## config.mk

```make
export PLATFORM = sky130hd
export DESIGN_NAME = mem_access_ctrl
export DESIGN_NICKNAME = d
export VERILOG_FILES = /design/src/rtl/mem_access_ctrl.sv
export SDC_FILE = /design/constraint.sdc
export NUM_CORES = 1
export LEC_CHECK = 0
export CAP_MARGIN = 10
export CORE_MARGIN = 5
export CORE_UTILIZATION = 41
export CTS_CLUSTER_SIZE = 12
export DETAILED_ROUTE_END_ITERATION = 10
export HOLD_SLACK_MARGIN = 0.12
export MAX_ROUTING_LAYER = met4
export PLACE_DENSITY = 0.81
export SLEW_MARGIN = 30
export SYNTH_ARGS = -nofsm -noshare
export SYNTH_HDL_FRONTEND = slang
export SYNTH_SLANG_ARGS = --single-unit
```

## constraint.sdc

```tcl
create_clock -name clk -period 5.2 [get_ports clk]
set_input_delay 1.04 -clock clk [delete_from_list [all_inputs] [get_ports clk]]
set_output_delay 1.04 -clock clk [all_outputs]
set_load 0.01 [all_outputs]
```

## src/rtl/mem_access_ctrl.sv

```systemverilog
// MEM-stage sequencer for a req/ack data memory: freezes upstream stages, hands load data to WB.
// Optional MEM_TIMEOUT_EN macro adds a REQ wait limit with a sticky timeout_err flag.
module mem_access_ctrl #(
  parameter int WORD_WIDTH = 32,
  parameter int CNT_WIDTH  = 16,
  parameter int TIMEOUT    = 16
) (
  input  logic                  clk,
  input  logic                  rst,
  input  logic                  mem_valid,
  input  logic                  mem_is_store,
  input  logic [WORD_WIDTH-1:0] mem_addr,
  input  logic [WORD_WIDTH-1:0] mem_wdata,
  input  logic                  flush,
  input  logic                  dmem_ack,
  input  logic [WORD_WIDTH-1:0] dmem_rdata,
  output logic                  dmem_req,
  output logic                  dmem_we,
  output logic [WORD_WIDTH-1:0] dmem_addr,
  output logic [WORD_WIDTH-1:0] dmem_wdata,
  output logic                  stall_pipe,
  output logic                  wb_valid,
  output logic [WORD_WIDTH-1:0] wb_rdata,
  output logic [CNT_WIDTH-1:0]  stall_cycles,
  output logic                  timeout_err
);

  typedef enum logic [1:0] {IDLE, REQ, DONE} state_t;

  state_t                  state_q;
  logic                    req_q;
  logic                    we_q;
  logic [WORD_WIDTH-1:0]   addr_q;
  logic [WORD_WIDTH-1:0]   wdata_q;
  logic [WORD_WIDTH-1:0]   rdata_q;
  logic                    wb_valid_q;
  logic                    flushed_q;
  logic [CNT_WIDTH-1:0]    stall_cnt_q;
  logic                    tmo_hit;

`ifdef MEM_TIMEOUT_EN
  localparam int WAIT_W = $clog2(TIMEOUT + 1);
  logic [WAIT_W-1:0] wait_q;
  logic              timeout_err_q;

  assign tmo_hit     = (wait_q == WAIT_W'(TIMEOUT - 1));
  assign timeout_err = timeout_err_q;
`else
  // REQ waits indefinitely; the compare only keeps TIMEOUT referenced
  assign tmo_hit     = (TIMEOUT < 0);
  assign timeout_err = 1'b0;
`endif

  assign stall_pipe   = ((state_q == IDLE) && mem_valid && !flush) || (state_q == REQ);
  assign dmem_req     = req_q;
  assign dmem_we      = we_q;
  assign dmem_addr    = addr_q;
  assign dmem_wdata   = wdata_q;
  assign wb_rdata     = rdata_q;
  assign stall_cycles = stall_cnt_q;
  // a flush arriving in DONE still squashes the retiring result
  assign wb_valid     = wb_valid_q && !flush;

  always_ff @(posedge clk or posedge rst) begin
    if (rst) begin
      state_q       <= IDLE;
      req_q         <= 1'b0;
      we_q          <= 1'b0;
      addr_q        <= '0;
      wdata_q       <= '0;
      rdata_q       <= '0;
      wb_valid_q    <= 1'b0;
      flushed_q     <= 1'b0;
      stall_cnt_q   <= '0;
`ifdef MEM_TIMEOUT_EN
      wait_q        <= '0;
      timeout_err_q <= 1'b0;
`endif
    end else begin
      wb_valid_q <= 1'b0;
      if (stall_pipe && !(&stall_cnt_q))
        stall_cnt_q <= stall_cnt_q + CNT_WIDTH'(1);

      case (state_q)
        IDLE: begin
          if (mem_valid && !flush) begin
            addr_q    <= mem_addr;
            wdata_q   <= mem_wdata;
            we_q      <= mem_is_store;
            req_q     <= 1'b1;
            flushed_q <= 1'b0;
            state_q   <= REQ;
`ifdef MEM_TIMEOUT_EN
            wait_q    <= '0;
`endif
          end
        end
        REQ: begin
          if (flush)
            flushed_q <= 1'b1;
          // ack beats a coincident timeout
          if (dmem_ack) begin
            if (!we_q)
              rdata_q <= dmem_rdata;
            req_q      <= 1'b0;
            wb_valid_q <= !(flushed_q || flush);
            state_q    <= DONE;
          end else if (tmo_hit) begin
            req_q   <= 1'b0;
            state_q <= DONE;
`ifdef MEM_TIMEOUT_EN
            timeout_err_q <= 1'b1;
`endif
          end
`ifdef MEM_TIMEOUT_EN
          else begin
            wait_q <= wait_q + WAIT_W'(1);
          end
`endif
        end
        DONE: begin
          flushed_q <= 1'b0;
          state_q   <= IDLE;
        end
        default: state_q <= IDLE;
      endcase
    end
  end

endmodule
```

==> metrics list <==
- Dividing the detail-routed via count by the number of cells gives 4.952.
* Core ar.: 10980 um2
- Cells after synthesis: 302
- Aggregate global routing overflow: 0
- Row count: 38
* Max cap viols: 0
- After the last flow step, the layout net total stands at 633.
- The first global-routing pass estimated 19.21 mm of wire.
- Once the clock tree was built, the setup fixing pass inserted 0 buffers.
- Root cell of the clock tree: clkbuf_16
- Maximum number of pins on one net before global-route repair: 72
- Total number of vias: 3377
- For the worst setup path, the data arrival time is 2.68 ns.
- Among the stages of the critical path, the cell type that occurs most often is clkdlybuf4s50_1.
- In this run, synthesis produced a sequential element count of 118.
* Critical Path Start: flush
- Summing every instance area after synthesis gives 4651 um2.
* Cell with the biggest individual delay on the critical path: clkdlybuf4s50_1
- Number of warnings issued by yosys: 0
* Worst-case vdd ir drop: 275.3 uV
- Async set-reset flop share out of synthesis: 1.000
* Type of the tightest min-delay check: register to register
- Final setup vio count: 0
- CTS Buf Count: 17
- Final Routed Wirelength: 12.12 mm
- The startpoint identified for the worst hold timing path is dmem_req.
* Crit path required time: 4.16 ns
- After clock tree synthesis, the flow added hold-fix buffers numbering 0.
- Post-route DRC: 0
* Setup Slack @ Placement: 1.501 ns
- Top cells by area, synth: dfrtp_1 63%, mux2_2 23%, xor2_1 2.1%, mux2_1 1.5%, buf_4 1.3%
- Width of the chip: 116.5 um
- Synth top area share: 0.6349
* Initial Util: 0.4234
- Area of the die: 13570 um2
- Cell type contributing the most total cell area after synthesis: dfrtp_1
- Summing all multi-input logic gate instances after layout gives 1594 um2.
- For this design the ratio of total power to cell area is 506.8 nW/um2.
- Final Max Tran Viols: 0
- Of the total synthesized cell area, the portion taken by XOR and XNOR cells is 0.02448.
- The via count of the first global-routing pass was 3790.
- Final worst-path cycle share: 0.7161
- Time the worst path needs with I/O delays and setup: 3.724 ns
* Total area of sequential cells: 2953 um2
- Final Hold Viols: 0
- The worst setup path is captured at a primary output.
- Post-CTS sizing: 0
- Once routing completed, OpenROAD measured the worst setup slack at 1.476 ns.
- Once detail routing completed, the nets flagged for antenna violations numbered 0.
* Routed wire per std cell: 17.77 um
* Synthesized-area fraction occupied by and/or/nand/nor cells: 0.05623
* Synthesis-to-layout area growth: 62.77%
- Part of the Yosys area used for sequential elements: 0.6349
- Final GP Congestion: 0.8366
* Synthesized net count: 405
* Antenna violations before repair: 0
* Initial DRC Count: 152
- CTS tree: yes
- Summed over all failing endpoints, the final setup total negative slack is 0 ns.
- Startpoint of the lowest-slack register-to-register path: stall_cycles[0]
- The tree built by TritonCTS fans out to 118 sinks.
* Post-synthesis share of cell area spent on full adders, half adders and majority gates: 0.002690
- Among all cell types in the netlist, the one instantiated most often is dfrtp_1.
* Max stage delay on crit path: 0.56 ns
- Worst-case headroom to the max-slew limit: 0.5505
- Transition time at the pin with the least slew margin: 0.6692 ns
- Reg clk slew, reported paths: 0.05 ns
- After synthesis, the most frequently instantiated cells are 118 x dfrtp_1, 93 x mux2_2, 11 x xor2_1, 8 x buf_4, 7 x nor3_1.
* Setup skew after layout: 0.007823 ns
- Unrepaired setup endpoints after global routing: no
- Top flip-flop cell by instance count after synthesis: dfrtp_1
- Timing would allow up to 268.5 MHz.
- Synthesized-area fraction occupied by ao, oa, aoi and oai cells: 0.01749
* Distinct cell type count of the synthesized netlist: 38
* Maximum buffer depth of the clock tree: 2
- For the worst-skew pair, the clock arrives at the later sink with an insertion delay of 0.40 ns.
- Counting the fill cells in the layout gives 799.
* Fraction of layout cells with a size suffix above 1: 0.2491
- The pre-antenna-repair detailed-routing pass consisted of 4 iterations.
- Pin placement for this block handled 219 I/O pins.
- Number of flops mapped to enable cells by yosys: 0
- Cells along the critical path: clkdlybuf4s50_1, nor2b_1, o21ai_2, inv_1, clkdlybuf4s50_1
- The H-tree was split into 4 levels.
- Largest fanout on the critical path: 7
- Start-to-end type of the worst setup path: primary input to primary output
* Core Util, Final: 0.6892
* Outcome: finished clean
- Post-synthesis average cell area: 15.40 um2
- Multiplexer share of the synthesized area: 0.2397
* Main combinational cell family by area after synthesis: multiplexers
- Once detailed placement completed, the half-perimeter wirelength came to 8.883 mm.
* Crit path launch type: primary input
- Input and output buffers added on the ports amount to 217.
- Leakage component of the power: 0.003207 uW
* Die extent in y: 116.5 um
- 0 antenna diodes ended up in the layout.
- Global router's overall resource usage: 0.1913
==> cells in the final DEF, fill, tap and decap left out, types with 5 or more instances in the layout <==
cell / count
buf_4: 5
clkbuf_16: 17
clkdlybuf4s50_1: 217
dfrtp_1: 118
mux2_1: 6
mux2_2: 93
nand2_1: 6
nor3_1: 7
xor2_1: 11
==> report_power, final <==
group | internal, uW | switching (uW)
sequential | 1210 | 176
combinational | 785 | 443
clock | 822 | 396
==> final cells by class <==
class,count,area share
clock buffer,22,0.06132
clock inverter,9,0.01983
inverter,5,0.003140
multi-input combinational,166,0.2106
sequential,118,0.3901
tap,140,0.02314
timing repair buffer,222,0.2919
==> per-stage QoR <==
step / area (um2) / instances / power [uW] / hold slack [ns]
after floorplan: 4651 / 302 / 1864 / 0.4315
after global placement: 6953 / 651 / 2605 / 0.4444
after detailed placement: 6953 / 651 / 2648 / 0.4513
after CTS: 7567 / 682 / 3888 / 0.4847
after global routing: 7570 / 682 / 4029 / 0.5016
final: 7570 / 682 / 3836 / 0.4803
==> final timing paths <==
check / to / slack [ns] / depth (start not counted)
setup / recovery: stall_pipe / 1.48 / 5
hold / removal: dmem_req / 0.48 / 1
setup reg to reg: stall_cycles[1] / 3.11 / 5
hold reg to reg: dmem_req / 0.48 / 1
max in group asynchronous: dmem_wdata[14] / 3.31 / 3
min in group asynchronous: wb_rdata[22] / 1.12 / 2
==> state kept, by name (all words and copies together) (netlist names) <==
name	count
flushed_q	1
dmem_we	1
state_q	2
wb_rdata	32
wb_valid_q	1
dmem_wdata	32
dmem_req	1
dmem_addr	32
stall_cycles	16
==> critical path: cells and delay by family <==
| kind | cells | cell delay [ns] |
|---|---|---|
| compound gates | 1 | 0.16 |
| simple gates | 1 | 0.34 |
| buf+inv | 3 | 1.14 |
==> logic make-up (layout without fill, tap and decap cells) <==
kind of cell             count (synthesis)  after routing
XOR/XNOR                                13             13
other                                    1              1
flip-flops                             118            118
AND/OR/NAND/NOR                         42             42
buffers and inverters                   18            258
AO/OA/AOI/OAI                           10             10
adder cells (fa/ha/maj)                  1              1
multiplexers                            99             99
==> metal layers <==
layer	track usage	up-vias	share of wire
li1	-	1535	-
met1	0.2238	1660	0.39
met2	0.3032	155	0.50
met3	0.05699	27	0.082
met4	0.09049	0	0.027
met5	-	-	0
No activity file was read; power rests on OpenSTA's default activity.
